File: src/rtl/ring_counter_monitor.sv
// rtl/ring_counter_monitor.sv - one-hot ring sequence monitor with lock, index decode and error count
// Optional build macro: RING_MON_FLYWHEEL_EN (LOCKED tolerates one isolated bad sample)
module ring_counter_monitor #(
    parameter  int WIDTH    = 4,
    parameter  int LOCK_CNT = 3,
    parameter  int ERR_W    = 8,
    localparam int IDX_W    = $clog2(WIDTH)
) (
    input  logic             clk,
    input  logic             reset,
    input  logic             in_valid,
    input  logic [WIDTH-1:0] ring_in,
    output logic [IDX_W-1:0] index,
    output logic             index_valid,
    output logic             locked,
    output logic             onehot_err,
    output logic             seq_err,
    output logic [ERR_W-1:0] err_count
);

    typedef enum logic [1:0] {HUNT, CONFIRM, LOCKED} state_t;

    state_t           state_q, state_d;
    logic [WIDTH-1:0] prev_q, prev_d;
    logic [3:0]       match_cnt_q, match_cnt_d;
    logic [IDX_W-1:0] index_q, index_d;
    logic             index_valid_q, index_valid_d;
    logic             onehot_err_q, onehot_err_d;
    logic             seq_err_q, seq_err_d;
    logic [ERR_W-1:0] err_count_q, err_count_d;
`ifdef RING_MON_FLYWHEEL_EN
    logic             miss_q, miss_d;
`endif

    logic             oh;
    logic             ok;
    logic [WIDTH-1:0] exp_phase;
    logic [3:0]       cnt_inc;
    logic [ERR_W-1:0] err_inc;

    function automatic logic [IDX_W-1:0] decode(input logic [WIDTH-1:0] v);
        decode = '0;
        for (int k = 0; k < WIDTH; k++) begin
            if (v[k]) decode = IDX_W'(k);
        end
    endfunction

    always_comb begin
        oh        = (ring_in != '0) && ((ring_in & (ring_in - WIDTH'(1))) == '0);
        exp_phase = {prev_q[WIDTH-2:0], prev_q[WIDTH-1]};
        ok        = oh && (ring_in == exp_phase);
        cnt_inc   = match_cnt_q + 4'd1;
        err_inc   = (err_count_q == '1) ? err_count_q : err_count_q + ERR_W'(1);
    end

    always_comb begin
        state_d       = state_q;
        prev_d        = prev_q;
        match_cnt_d   = match_cnt_q;
        index_d       = index_q;
        index_valid_d = index_valid_q;
        onehot_err_d  = 1'b0;
        seq_err_d     = 1'b0;
        err_count_d   = err_count_q;
`ifdef RING_MON_FLYWHEEL_EN
        miss_d        = miss_q;
`endif
        if (in_valid) begin
            onehot_err_d = !oh;
            case (state_q)
                HUNT: begin
                    if (oh) begin
                        prev_d      = ring_in;
                        match_cnt_d = '0;
                        state_d     = CONFIRM;
                    end
                end
                CONFIRM: begin
                    if (ok) begin
                        match_cnt_d = cnt_inc;
                        prev_d      = ring_in;
                        if (cnt_inc == 4'(LOCK_CNT)) begin
                            state_d       = LOCKED;
                            index_d       = decode(ring_in);
                            index_valid_d = 1'b1;
                        end
                    end else if (oh) begin
                        prev_d      = ring_in;
                        match_cnt_d = '0;
                    end else begin
                        state_d = HUNT;
                    end
                end
                LOCKED: begin
                    if (ok) begin
                        prev_d        = ring_in;
                        index_d       = decode(ring_in);
                        index_valid_d = 1'b1;
`ifdef RING_MON_FLYWHEEL_EN
                        miss_d        = 1'b0;
                    end else if (!miss_q) begin
                        // Coast on the predicted phase for one sample
                        miss_d  = 1'b1;
                        prev_d  = exp_phase;
                        index_d = decode(exp_phase);
`endif
                    end else begin
                        seq_err_d     = 1'b1;
                        err_count_d   = err_inc;
                        state_d       = HUNT;
                        index_valid_d = 1'b0;
`ifdef RING_MON_FLYWHEEL_EN
                        miss_d        = 1'b0;
`endif
                    end
                end
                default: state_d = HUNT;
            endcase
        end
    end

    always_ff @(posedge clk or negedge reset) begin
        if (!reset) begin
            state_q       <= HUNT;
            prev_q        <= '0;
            match_cnt_q   <= '0;
            index_q       <= '0;
            index_valid_q <= 1'b0;
            onehot_err_q  <= 1'b0;
            seq_err_q     <= 1'b0;
            err_count_q   <= '0;
`ifdef RING_MON_FLYWHEEL_EN
            miss_q        <= 1'b0;
`endif
        end else begin
            state_q       <= state_d;
            prev_q        <= prev_d;
            match_cnt_q   <= match_cnt_d;
            index_q       <= index_d;
            index_valid_q <= index_valid_d;
            onehot_err_q  <= onehot_err_d;
            seq_err_q     <= seq_err_d;
            err_count_q   <= err_count_d;
`ifdef RING_MON_FLYWHEEL_EN
            miss_q        <= miss_d;
`endif
        end
    end

    assign index       = index_q;
    assign index_valid = index_valid_q;
    assign locked      = (state_q == LOCKED);
    assign onehot_err  = onehot_err_q;
    assign seq_err     = seq_err_q;
    assign err_count   = err_count_q;

endmodule

File: config.mk
export PLATFORM = sky130hd
export DESIGN_NAME = ring_counter_monitor
export DESIGN_NICKNAME = d
export VERILOG_FILES = /design/src/rtl/ring_counter_monitor.sv
export SDC_FILE = /design/constraint.sdc
export NUM_CORES = 1
export LEC_CHECK = 0
export ABC_CLOCK_PERIOD_IN_PS = 2400
export CORE_MARGIN = 4
export CORE_UTILIZATION = 50
export DETAILED_ROUTE_END_ITERATION = 12
export PLACE_DENSITY = 0.74
export SLEW_MARGIN = 20
export SYNTH_ARGS = -nofsm -noshare
export SYNTH_HDL_FRONTEND = slang
export SYNTH_SLANG_ARGS = --single-unit
File: constraint.sdc
create_clock -name clk -period 2.4 [get_ports clk]
set_clock_uncertainty 0.15 [all_clocks]
set_input_delay 0.24 -clock clk [delete_from_list [all_inputs] [get_ports clk]]
set_output_delay 0.24 -clock clk [all_outputs]
set_load 0.02 [all_outputs]
Word level (Yosys, flattened, before mapping)
Index checks and enable logic that the tools add are counted.
{ "op_classes": {"n_eq_ne": 12, "n_reduce_logical": 15, "n_mux": 28, "order_cmp": 0, "add_sub_neg": 3, "n_mul": 0, "n_shift": 0, "n_bitwise": 3, "div": 0} }
{ "op_table": {"columns": ["op", "count"], "rows": [
  ["2-to-1 mux 2 bit", 10],
  ["2-to-1 mux 4 bit", 5],
  ["case mux 4 bit (3 select lines)", 1],
  ["AND reduction 5 bit", 2],
  ["adder 8 x 1 -> 8 bit, second input constant", 1],
  ["== test 8 bit, second input constant", 1],
  ["2-to-1 mux 1 bit", 8],
  ["!= test 2 bit, second input constant", 4],
  ["case mux 4 bit (2 select lines)", 1],
  ["AND reduction 4 bit", 2],
  ["!= test 3 bit, second input constant", 2],
  ["case mux 2 bit (3 select lines)", 1],
  ["adder 4 x 1 -> 4 bit, second input constant", 1],
  ["AND 4 bit", 1],
  ["== test 4 x 2 -> 1 bit, second input constant", 1],
  ["== test 4 bit", 1],
  ["zero test 4 bit", 1],
  ["case mux 2 bit (2 select lines)", 1],
  ["nonzero test 2 bit", 2],
  ["nonzero test 4 bit", 1],
  ["subtractor 4 x 1 -> 4 bit, second input constant", 1],
  ["AND reduction 3 bit", 1],
  ["nonzero test 3 bit", 1],
  ["== test 2 x 1 -> 1 bit, second input constant", 1],
  ["other kinds (8)", 10]
]} }
{ "word_totals": {"mem_bits_rw": 0, "latchBits": 0, "mem_count": 0, "output_inout_bits": 14, "in_bits": 7, "ff_bits": 23, "rom_bits": 0, "elab_cells": 69} }

Longest topological paths before layout
{ "depth": {"depth_word": 8, "ltp_mapped": 7, "mapped_depth_nobuf": 6} }

Worst setup path after synthesis
OpenSTA, ideal clock, no wires.
{ "synth_timing": {"kind": "input port to flip-flop", "startpoint": "input ring_in[1]", "endpoint": "register index_q[0] (netlist: index[0])", "path_slack_ps": 378, "cell_stages": 7, "path_buffers": 2, "t_arrival_ps": 1793, "path_cell_list": "buf_4 > or4b_4 > o31ai_4 > o21ai_4 > buf_6 > a221oi_4 > mux2i_1"} }
{ "synth_between": {"elab_chain_len": 7, "word_cells_on_any_way": 17, "classes_between": "add/sub: 1; eq/ne: 3; mux: 7; bitwise: 1; reduce/logical: 5"} }
{ "synth_rtl": {"columns": ["element", "line_no", "rtl"], "rows": [
  ["start: declaration", "12", "input logic [WIDTH-1:0] ring_in,"],
  ["subtractor 4 x 1 -> 4 bit", "49", "oh = (ring_in != '0) && ((ring_in & (ring_in - WIDTH'(1))) == '0);"],
  ["AND 4 bit", "49", null],
  ["zero test 4 bit", "49", null],
  ["logical AND 1 bit", "49", null],
  ["logical AND 1 bit", "51", "ok = oh && (ring_in == exp_phase);"],
  ["!= test 2 bit (no source line) or != test 2 x 1 -> 1 bit (tied branches)", null, null],
  ["AND reduction 5 bit (no source line)", null, null],
  ["end signal: assignment", "139", "index_q <= index_d;"],
  ["end: declaration", "26", "logic [IDX_W-1:0] index_q, index_d;"]
]} }
Parallel ways exist; a longest one is shown, timed or not. The select of a mux whose other input is x is not followed.
A chain may end at the register's enable or synchronous reset.

Final worst setup path
{ "layout_timing": {"startpoint": "input ring_in[2]", "endpoint": "register index_q[0] (netlist: index[0])"} }
The elaborated chain is that of the path after synthesis.

==> results.md <==
- Outcome: finished, final reports clean
- Worst reg2reg path endpoint: index[0]
- Crit path largest cell delay: 0.61 ns
- Worst Hold Class: input port to async pin
- I/O Buffers: 20
- Worst-Margin Slew: about 0.43 ns
- Dpl hpwl: between 2 and 2.5 mm
- CP top delay family: compound AO/OA/AOI/OAI gates
- Initial antenna violation count: 0
- GR Overflow Total: 0
- CP startpoint kind: input port
- Worst Path Required: about 2.5 ns
- Crit-path cells: clkdlybuf4s50_1 -> xor2_1 -> nor4_4 -> o2111ai_1 -> a221oi_4 -> mux2i_1
- Post-synthesis mux area share: around 3.7%
- Fin. Hold Viols: 0
- CTS tree: built
- Compound-Gate Fraction of Synth Area: 20.4%
- Netlist area before placement: ~1400 um2
- DRC: 0
- Leak Pwr: 0.819 nW
- Period utilization: 92.0%
- Final Worst Setup Slack: approximately 0.19 ns
- Maximum vdd drop: 0.540 mV
- Worst Path Buf+Inv: 1
- Ys flop type: dfrtp_1
- Worst Setup SP: ring_in[2]
- Row cnt: 19
- Clock Pin Slew Worst Setup and Hold Paths: approximately 0.14 ns
- Cts repair resizes: 0
- Slew headroom: 71.2%
- Fin nets: between 150 and 200
- Fillers: 213
- Num CTS Buffers: 3
- Antenna Cells: 0
- Setup TNS: 0 ns
- Clk buf depth: 2
- Pwr/cell area: roughly 590 nW/um2
- Gr usage total: 16.3%
- DR pass1 iterations: 4
- Final count of pins violating max slew: 0
- Reg2Reg Launch Point: prev_q[1]
- Post-route ant nets: 0
- WP data arrival: roughly 2.3 ns
- Post-DR wirelength/cell: 14.4 um
- Hold Buf Count CTS: 0
- FF-to-FF setup slack: between 0.2 and 0.3 ns
- First-pass GRT wire length: 4.69 mm
- R2R cell count: 5
- Setup-failing EPs final: 0
- Worst Setup Path Type: input port to register
- Unrepaired setup endpoints after global routing: false
- CTS Sinks: 23
- Layout cell share with drive strength beyond 1: 18.5%
- CP Capture Point: index[0]
- Largest net degree at the start of global routing: 24
- CTS Root Buffer Type: clkbuf_4
- Syn Nets: 145
- Fmax: ~450 MHz
- DR iter-0 viols: 33
- GP Congestion: 0.791
- Place WS: -0.166 ns
- Chip Height: between 60 and 70 um
- Critical Path Slowest Stage Cell: clkdlybuf4s50_1
- Area Overhead vs Synth: 25.7%
- Crit end category: register
- Full die area: 3800 um2
- Avg Vias per Cell: 5.70
- Critical path depth: 6
- Post-synthesis xor/xnor area fraction: approximately 6.7%
- Core box area: around 2800 um2
- Initial Utilization: between 50% and 60%
- Ports: 21
- Avg Inst Size Synth: 11.0 um2
- Post-synth EDFFs: 0
- H-tree levels: 1
- #FFs+latches synth: 23
- Post-Synth Adder-Cell Area: under 10%
- Die extent in x: 61.6 um
- Max-Cap Viols: 0
- Post-synthesis cell type count: 47
- Synthesis Warnings: 0
- Vias: ~1,100
- Register area share after synthesis: 40.0%
- Mapped Cells: around 130
- Synth Area in Simple Gates: 18.5%
- Post-Route WL: about 2.9 mm
- Vias in the first global route: between 1,000 and 1,500
- Share of flip-flops with an asynchronous set or reset: 100%
- Tot Pwr: around 1.1 mW
- CP Max Fanout: 6
- Min Clock Period, post-route: between 2 and 2.5 ns
- Post-CTS Setup Bufs: 0
- Largest family of logic cells by synthesized area: compound AO/OA/AOI/OAI gates
- Worst-Skew Late Latency: slightly above 0.3 ns
## how the worst min path moves through the flow
stage                      from      endpoint  slack [ns]
CTS                       reset     prev_q[2]        0.13
finish                    reset     prev_q[2]        0.12
floorplan                 reset  err_count[0]       -0.21
global route              reset     prev_q[2]        0.15
global placement    index_valid   index_valid        0.33
detailed placement  index_valid   index_valid        0.33
## placed cells by master, fill, tap and decap left out, drive strengths merged, types with 4 or more instances in the layout
cell / count
dfrtp: 23
clkdlybuf4s50: 20
buf: 19
inv: 7
ha: 7
xnor2: 6
and3: 6
o21ai: 6
xor2: 5
nand4: 5
nand2: 5
a21o: 4
a22o: 4
a31oi: 4
## flip-flops by register name (all words and copies together), names as in the netlist
signal	count
index	2
state_q	2
err_count	8
onehot_err	1
index_valid	1
match_cnt_q	4
prev_q	4
seq_err	1
## metrics by stage
step	hold slack, ns	cell area [um2]	instances	util, %
6_report	0.124	1810	199	65.6
5_1_grt	0.146	1810	199	65.6
4_1_cts	0.128	1810	199	65.6
3_5_place_dp	0.332	1780	195	64.6
3_3_place_gp	0.331	1780	195	64.6
2_1_floorplan	-0.206	1440	131	-
## layout make-up
class	instances	area (um2)	area share, %
well taps	31	38.8	2.14
flip-flops and latches	23	576	31.8
clock inverters	1	5.00	0.277
clock buffers	3	22.5	1.24
inverters	7	26.3	1.45
multi-input cells	95	798	44.1
repair buffers	39	343	18.9
## power by group
| group | total [mW] | switching, mW | leakage, nW | internal, mW |
|---|---|---|---|---|
| Sequential | 0.497 | 0.0489 | 0.305 | 0.448 |
| Clock | 0.178 | 0.116 | 0.0177 | 0.0620 |
| Combinational | 0.390 | 0.200 | 0.496 | 0.190 |
| Total | 1.06 | 0.365 | 0.819 | 0.700 |
## cells by family after synthesis
logic type,Yosys count
compound gates,33
xor+xnor,11
fa+ha+maj,7
buf+inv,13
flops,23
mux,5
simple gates,39
## routing by layer
metal | GRT usage (%) | part of all wire [%]
met1 | 19.5 | 44
met2 | 28.7 | 51
met3 | 3.14 | 3.3
met4 | 6.06 | 1.9
met5 | 0 | 0
## synthesized netlist by cell type (4+ instances only)
cell	instances	area, um2
xor2_1	5	43.8
and3_1	6	37.5
xnor2_1	6	52.6
inv_1	7	26.3
a31oi_1	4	25.0
nand2_1	5	18.8
a21o_1	4	30.0
nand4_1	5	31.3
ha_1	7	87.6
dfrtp_1	23	576
a22o_1	4	35.0
Note: power is estimated with default switching activity, not from simulation.
